### config.mk
export PLATFORM = sky130hd
export DESIGN_NAME = fetch_arbiter
export DESIGN_NICKNAME = d
export VERILOG_FILES = /design/src/rtl/fetch_arb_pkg.sv /design/src/rtl/fetch_arb_rr_pick.sv /design/src/rtl/fetch_arbiter.sv
export SDC_FILE = /design/constraint.sdc
export NUM_CORES = 1
export LEC_CHECK = 0
export ABC_AREA = 1
export BUFFER_PORTS_ARGS = -buffer_cell sky130_fd_sc_hd__buf_2
export CORE_ASPECT_RATIO = 0.7
export CORE_MARGIN = 2
export CORE_UTILIZATION = 50
export CTS_CLUSTER_SIZE = 28
export DETAILED_ROUTE_END_ITERATION = 7
export GPL_TIMING_DRIVEN = 0
export HOLD_SLACK_MARGIN = 0.12
export PLACE_DENSITY = 0.93
export SLEW_MARGIN = 20
export SYNTH_ARGS = -nofsm -noshare
export SYNTH_HDL_FRONTEND = slang
export SYNTH_HIERARCHICAL = 1
export SYNTH_SLANG_ARGS = --single-unit
### constraint.sdc
create_clock -name clk -period 3.58 [get_ports clk]
set_clock_uncertainty 0.1 [all_clocks]
set_input_delay 0.716 -clock clk [delete_from_list [all_inputs] [get_ports clk]]
set_output_delay 0.716 -clock clk [all_outputs]
set_load 0.01 [all_outputs]
### src/rtl/fetch_arb_pkg.sv
// Shared definitions for the descriptor fetch arbiter: FSM state encoding,
// default geometry and a helper that sizes channel-index fields.
package fetch_arb_pkg;

  localparam int DEF_NUM_CH = 4;
  localparam int DEF_ADDR_W = 32;
  localparam int DEF_LEN_W  = 8;

  typedef enum logic [1:0] {
    IDLE = 2'b00,
    BUSY = 2'b01,
    ACK  = 2'b10
  } state_t;

  // Width of a channel index; a single channel still needs one bit of id.
  function automatic int id_width(input int n);
    return (n > 1) ? $clog2(n) : 1;
  endfunction

endpackage

### src/rtl/fetch_arb_rr_pick.sv
// Combinational winner selection for the fetch arbiter. In round-robin mode
// the search starts just after the previous winner and wraps; in fixed
// priority mode the lowest eligible index wins.
module fetch_arb_rr_pick
  import fetch_arb_pkg::*;
#(
  parameter  int NUM_CH = DEF_NUM_CH,
  localparam int ID_W   = id_width(NUM_CH)
) (
  input  logic [NUM_CH-1:0] eligible,
  input  logic [ID_W-1:0]   last_grant,
  input  logic              prio_mode,
  output logic [ID_W-1:0]   winner,
  output logic              found
);

  logic [ID_W-1:0] idx;

  // Scan from lowest to highest priority so the highest-priority hit is the last write.
  always_comb begin
    winner = '0;
    found  = 1'b0;
    idx    = '0;
    if (prio_mode) begin
      for (int i = NUM_CH - 1; i >= 0; i--) begin
        if (eligible[i]) begin
          winner = ID_W'(i);
          found  = 1'b1;
        end
      end
    end else begin
      for (int k = NUM_CH; k >= 1; k--) begin
        idx = ID_W'((int'(last_grant) + k) % NUM_CH);
        if (eligible[idx]) begin
          winner = idx;
          found  = 1'b1;
        end
      end
    end
  end

endmodule

### src/rtl/fetch_arbiter.sv
// Descriptor fetch arbiter: grants one of NUM_CH channels access to a shared
// read engine, holds the latched request until the engine acknowledges, then
// pulses a one-cycle completion back to the granted channel.
module fetch_arbiter
  import fetch_arb_pkg::*;
#(
  parameter  int NUM_CH = DEF_NUM_CH,
  parameter  int ADDR_W = DEF_ADDR_W,
  parameter  int LEN_W  = DEF_LEN_W,
  localparam int ID_W   = id_width(NUM_CH)
) (
  input  logic                     clk,
  input  logic                     rstb,
  input  logic [NUM_CH-1:0]        ch_fetch_req,
  input  logic [NUM_CH*ADDR_W-1:0] ch_addr,
  input  logic [NUM_CH*LEN_W-1:0]  ch_length,
  output logic [NUM_CH-1:0]        ch_ack,
  input  logic [NUM_CH-1:0]        ch_enable,
  input  logic                     prio_mode,
  output logic                     mem_req,
  output logic [ADDR_W-1:0]        mem_addr,
  output logic [LEN_W-1:0]         mem_length,
  output logic [ID_W-1:0]          mem_ch_id,
  input  logic                     mem_ack,
  output logic                     busy,
  output logic                     protocol_err
);

  state_t            state;
  logic [ID_W-1:0]   last_grant;
  logic [NUM_CH-1:0] eligible;
  logic [ID_W-1:0]   winner;
  logic              found;

  assign eligible = ch_fetch_req & ch_enable;

  fetch_arb_rr_pick #(
    .NUM_CH(NUM_CH)
  ) u_pick (
    .eligible  (eligible),
    .last_grant(last_grant),
    .prio_mode (prio_mode),
    .winner    (winner),
    .found     (found)
  );

  // Main FSM: arbitrate in IDLE, hold the request in BUSY, complete in ACK.
  always_ff @(posedge clk or negedge rstb) begin
    if (!rstb) begin
      state        <= IDLE;
      mem_req      <= 1'b0;
      mem_addr     <= '0;
      mem_length   <= '0;
      mem_ch_id    <= '0;
      ch_ack       <= '0;
      busy         <= 1'b0;
      protocol_err <= 1'b0;
      last_grant   <= ID_W'(NUM_CH - 1);
    end else begin
      ch_ack <= '0;
      if (mem_ack && (state != BUSY)) begin
        protocol_err <= 1'b1;
      end
      case (state)
        IDLE: begin
          if (found) begin
            state      <= BUSY;
            busy       <= 1'b1;
            mem_req    <= 1'b1;
            mem_ch_id  <= winner;
            last_grant <= winner;
            mem_addr   <= ch_addr[int'(winner)*ADDR_W +: ADDR_W];
            mem_length <= ch_length[int'(winner)*LEN_W +: LEN_W];
          end
        end
        BUSY: begin
          if (mem_ack) begin
            state   <= ACK;
            mem_req <= 1'b0;
            ch_ack  <= NUM_CH'(1) << mem_ch_id;
          end
        end
        ACK: begin
          state <= IDLE;
          busy  <= 1'b0;
        end
        default: begin
          state   <= IDLE;
          busy    <= 1'b0;
          mem_req <= 1'b0;
        end
      endcase
    end
  end

endmodule

==> flow_summary.ini <==
[run_status]
outcome = complete, no violations

[power_and_ir_drop]
clock_network_power_share_pct = 12.7
power.density_mw_per_mm2 = 687
cellLeakagePower_nw = 3.93
intPower_mw = 2.00
share_seq_of_total_power_pct = 27.0
power.share.switching_pct = 47.5
pwr-share-comb_pct = 60.3
ir_drop_mv = 0.286
p_switching_mw = 1.82

[setup_path]
worstPathArrival_ns = 2.45
critical_path.slowest_cell = dfstp_2
cp-startpoint = last_grant[0]$_DFFE_PN1P_
worst_setup_path_end_kind = flip-flop
critical-path-max-stage-delay_ns = 0.55
worst_path_most_repeated_cell = nand2_1
crit-reg2reg-launch = last_grant[0]$_DFFE_PN1P_
cpLargestDelayFamily = simple AND/OR/NAND/NOR gates
worstSetupStartpointType = flip-flop
critical_path.n_buffers_inverters = 3
critical_path_class = flip-flop to flip-flop
required_time_worst_endpoint_ns = 3.66
worstPathCellList = inv_1, nand2_1, nand2_1, nand2_1, nand2_1, nand2_1, nand2_1, nand2_1, nand3_1, nand2_1, buf_4, buf_2, nand2_1, nand3_1, nand2_1, nand2_1, nand2_1
worst-path-max-fanout = 10

[clock_tree]
ctsHoldBuffers = 0
clock_tree.root_cell = clkbuf_16
cts_tree = done
clock_insertion_delay_worst_skew_ns = 0.29
clock_sinks = 53
clk_transition_reported_paths_ns = 0.08
cts-htree-levels = 2
max_clock_buf_depth = 2
count_of_instances_resized_after_the_clock_tree_is_built = 0
post_cts_buffers = 0
cts_made_buffers = 5

[synth]
synth.ff_latch_count = 53
synth_largest_type_area_fraction_pct = 32.8
netlist-cell-type-count = 20
synthesis.instances = 744
post-synth-top-area-cell = nand2_1
mappedNetlistNets = 916
syn_area_sq_mm = 0.00418
ys.warnings.count = 6
ys_seq_area_share_pct = 31.8
synth_area_leaders = nand2_1 33%, dfrtp_1 31%, inv_1 16%, nand3_1 11%, buf_2 2.8%
avgSynthCellArea_sq_um = 5.62

[timing]
slew_viol_final = 0
final.min_clock_period_ns = 2.37
max_clock_freq_mhz = 421
slew_headroom_pct = 55.8
hold_viol = 0
finalSetupViolations = 0
tightest_slew_ns = 0.663
fin_crit_sh_pct = 66.3
grt_setup_unrepaired = false
fin_tns_setup_ns = 0
hold-worst-slack_ns = 0.344

[drt]
detailed_route_vias_per_instance = 4.62
amount_of_wire_on_met2_after_detailed_routing_um = 5680
route.vias.total = 4955
met1Wirelength_um = 5540
detail_route.iter0.violations = 406
wl_per_cell_um = 11.4
route.final.wire_length_um = 12200
met3_wirelength_from_detailed_routing_um = 800
route.top_layer_used = met4
detail-route-antenna-nets = 0
remaining_drc_errors = 0
first_pass_iteration_count_of_the_detailed_router = 5

[die]
placement_rows = 27
die_outline_width_um = 113
fp.coreArea_sq_mm = 0.00797
io-pin-count = 221
die-area_sq_mm = 0.00912
initial_utilization_pct = 52.4
die_h_um = 80.5

[layout]
multi_input_comb_area_sq_mm = 0.00193
layout.cells.most_common_list = 365 x nand2_1, 242 x buf_2, 178 x inv_1
layout.area.seq_sq_mm = 0.00133
antenna-diode-count = 0
final_layout_size_suffix_gt1_share_pct = 27.8
layout.cells.most_common = nand2_1
n_fill_cell = 735
final_nets = 1143
flow.area_growth_from_synthesis_pct = 33.0

[global_route]
grt_start_max_net_pins = 54
antenna_violations_before_repair = 0
global_route.overflow_total = 0
track_usage_pct = 27.4
number_of_global_route_vias_before_repair = 4558
wire_length_of_the_first_global_routing_pass_um = 20200

[hold_path]
min-delay-path-class = primary input to asynchronous set/reset pin

[flow_run]
cap_viol_max_count = 0

[place]
port-buffer-count = 220
dpl.hpwl_um = 9480
routabilityCongestion = 0.961
[cells by family (layout without fill, tap and decap cells)]
logic type / Yosys count / in the layout / synth area share [%]
simple gates: 464 / 464 / 45.0
compound gates: 9 / 9 / 1.14
buf+inv: 218 / 446 / 22.1
flops: 53 / 53 / 31.8
[per-layer routing]
metal / track usage, % / vias to the layer above
met3: 4.75 / 18
met2: 49.2 / 207
met4: 5.85 / 0
met5: 0 / -
met1: 34.9 / 2145
li1: - / 2585
[worst register-to-register path, cell delays in order, from the launching register on]
cell,delay (ns)
dfstp_2,0.55
inv_1,0.11
nand2_1,0.08
nand2_1,0.08
nand2_1,0.10
nand2_1,0.06
nand2_1,0.08
nand2_1,0.05
nand2_1,0.05
nand3_1,0.06
nand2_1,0.07
buf_4,0.19
buf_2,0.25
nand2_1,0.08
nand3_1,0.15
nand2_1,0.07
nand2_1,0.07
nand2_1,0.05
[sequential cells by signal, indices dropped and copies added, names as in the netlist]
signal / count
mem_addr: 32
mem_length: 8
ch_ack: 4
last_grant: 2
mem_ch_id: 2
state: 2
busy: 1
mem_req: 1
protocol_err: 1
[area by class of cell]
| class | instances | area share (%) |
|---|---|---|
| multi-input cells | 473 | 34.7 |
| flip-flops and latches | 53 | 23.9 |
| repair buffers | 220 | 19.8 |
| inverters | 183 | 12.4 |
| plain buffers | 35 | 4.16 |
| well taps | 101 | 2.27 |
| clock buffers | 5 | 2.25 |
| clock inverters | 3 | 0.450 |
[stage by stage]
| step | instance area, sq um | utilization (%) | setup slack (ns) | total power, mW | std cells |
|---|---|---|---|---|---|
| 2_1_floorplan | 4180 | - | 1.39 | 2.57 | 744 |
| 3_3_place_gp | 5410 | 67.8 | 0.975 | 3.27 | 1065 |
| 3_5_place_dp | 5410 | 67.9 | 0.945 | 3.33 | 1065 |
| 4_1_cts | 5560 | 69.8 | 1.24 | 3.82 | 1073 |
| 5_1_grt | 5560 | 69.8 | 0.919 | 4.19 | 1073 |
| 6_report | 5560 | 69.8 | 1.21 | 3.82 | 1073 |
[cell usage after synthesis]
library cell / instances
a21o_1: 1
a21oi_1: 1
and2_0: 1
buf_2: 23
buf_4: 1
buf_6: 9
clkbuf_1: 2
dfrtp_1: 51
dfstp_2: 2
inv_1: 178
inv_2: 4
inv_6: 1
nand2_1: 365
nand2_2: 1
nand3_1: 89
nand3_4: 1
nor2_1: 3
nor4_1: 4
o21ai_0: 5
o21ai_1: 2
[power by group through the flow]
| stage | Sequential, mW | Combinational, mW | Clock (mW) |
|---|---|---|---|
| 2_1_floorplan | 1.14 | 1.43 | 0 |
| 3_3_place_gp | 1.03 | 2.24 | 0 |
| 3_5_place_dp | 1.03 | 2.30 | 0 |
| 4_1_cts | 1.03 | 2.30 | 0.491 |
| 5_1_grt | 1.06 | 2.62 | 0.513 |
| 6_report | 1.03 | 2.30 | 0.487 |
[worst paths after layout]
| check | end | slack, ns | depth (start not counted) |
|---|---|---|---|
| max | mem_length[2]$_DFFE_PN0P_ | 1.21 | 17 |
| min | mem_addr[9]$_DFFE_PN0P_ | 0.34 | 1 |
| max reg2reg | mem_length[2]$_DFFE_PN0P_ | 1.21 | 17 |
| min reg2reg | protocol_err$_DFFE_PN0P_ | 0.38 | 1 |
| max in group asynchronous | mem_addr[4]$_DFFE_PN0P_ | 2.58 | 1 |
| min in group clk | protocol_err$_DFFE_PN0P_ | 0.38 | 1 |
No activity file was read; power rests on OpenSTA's default activity.
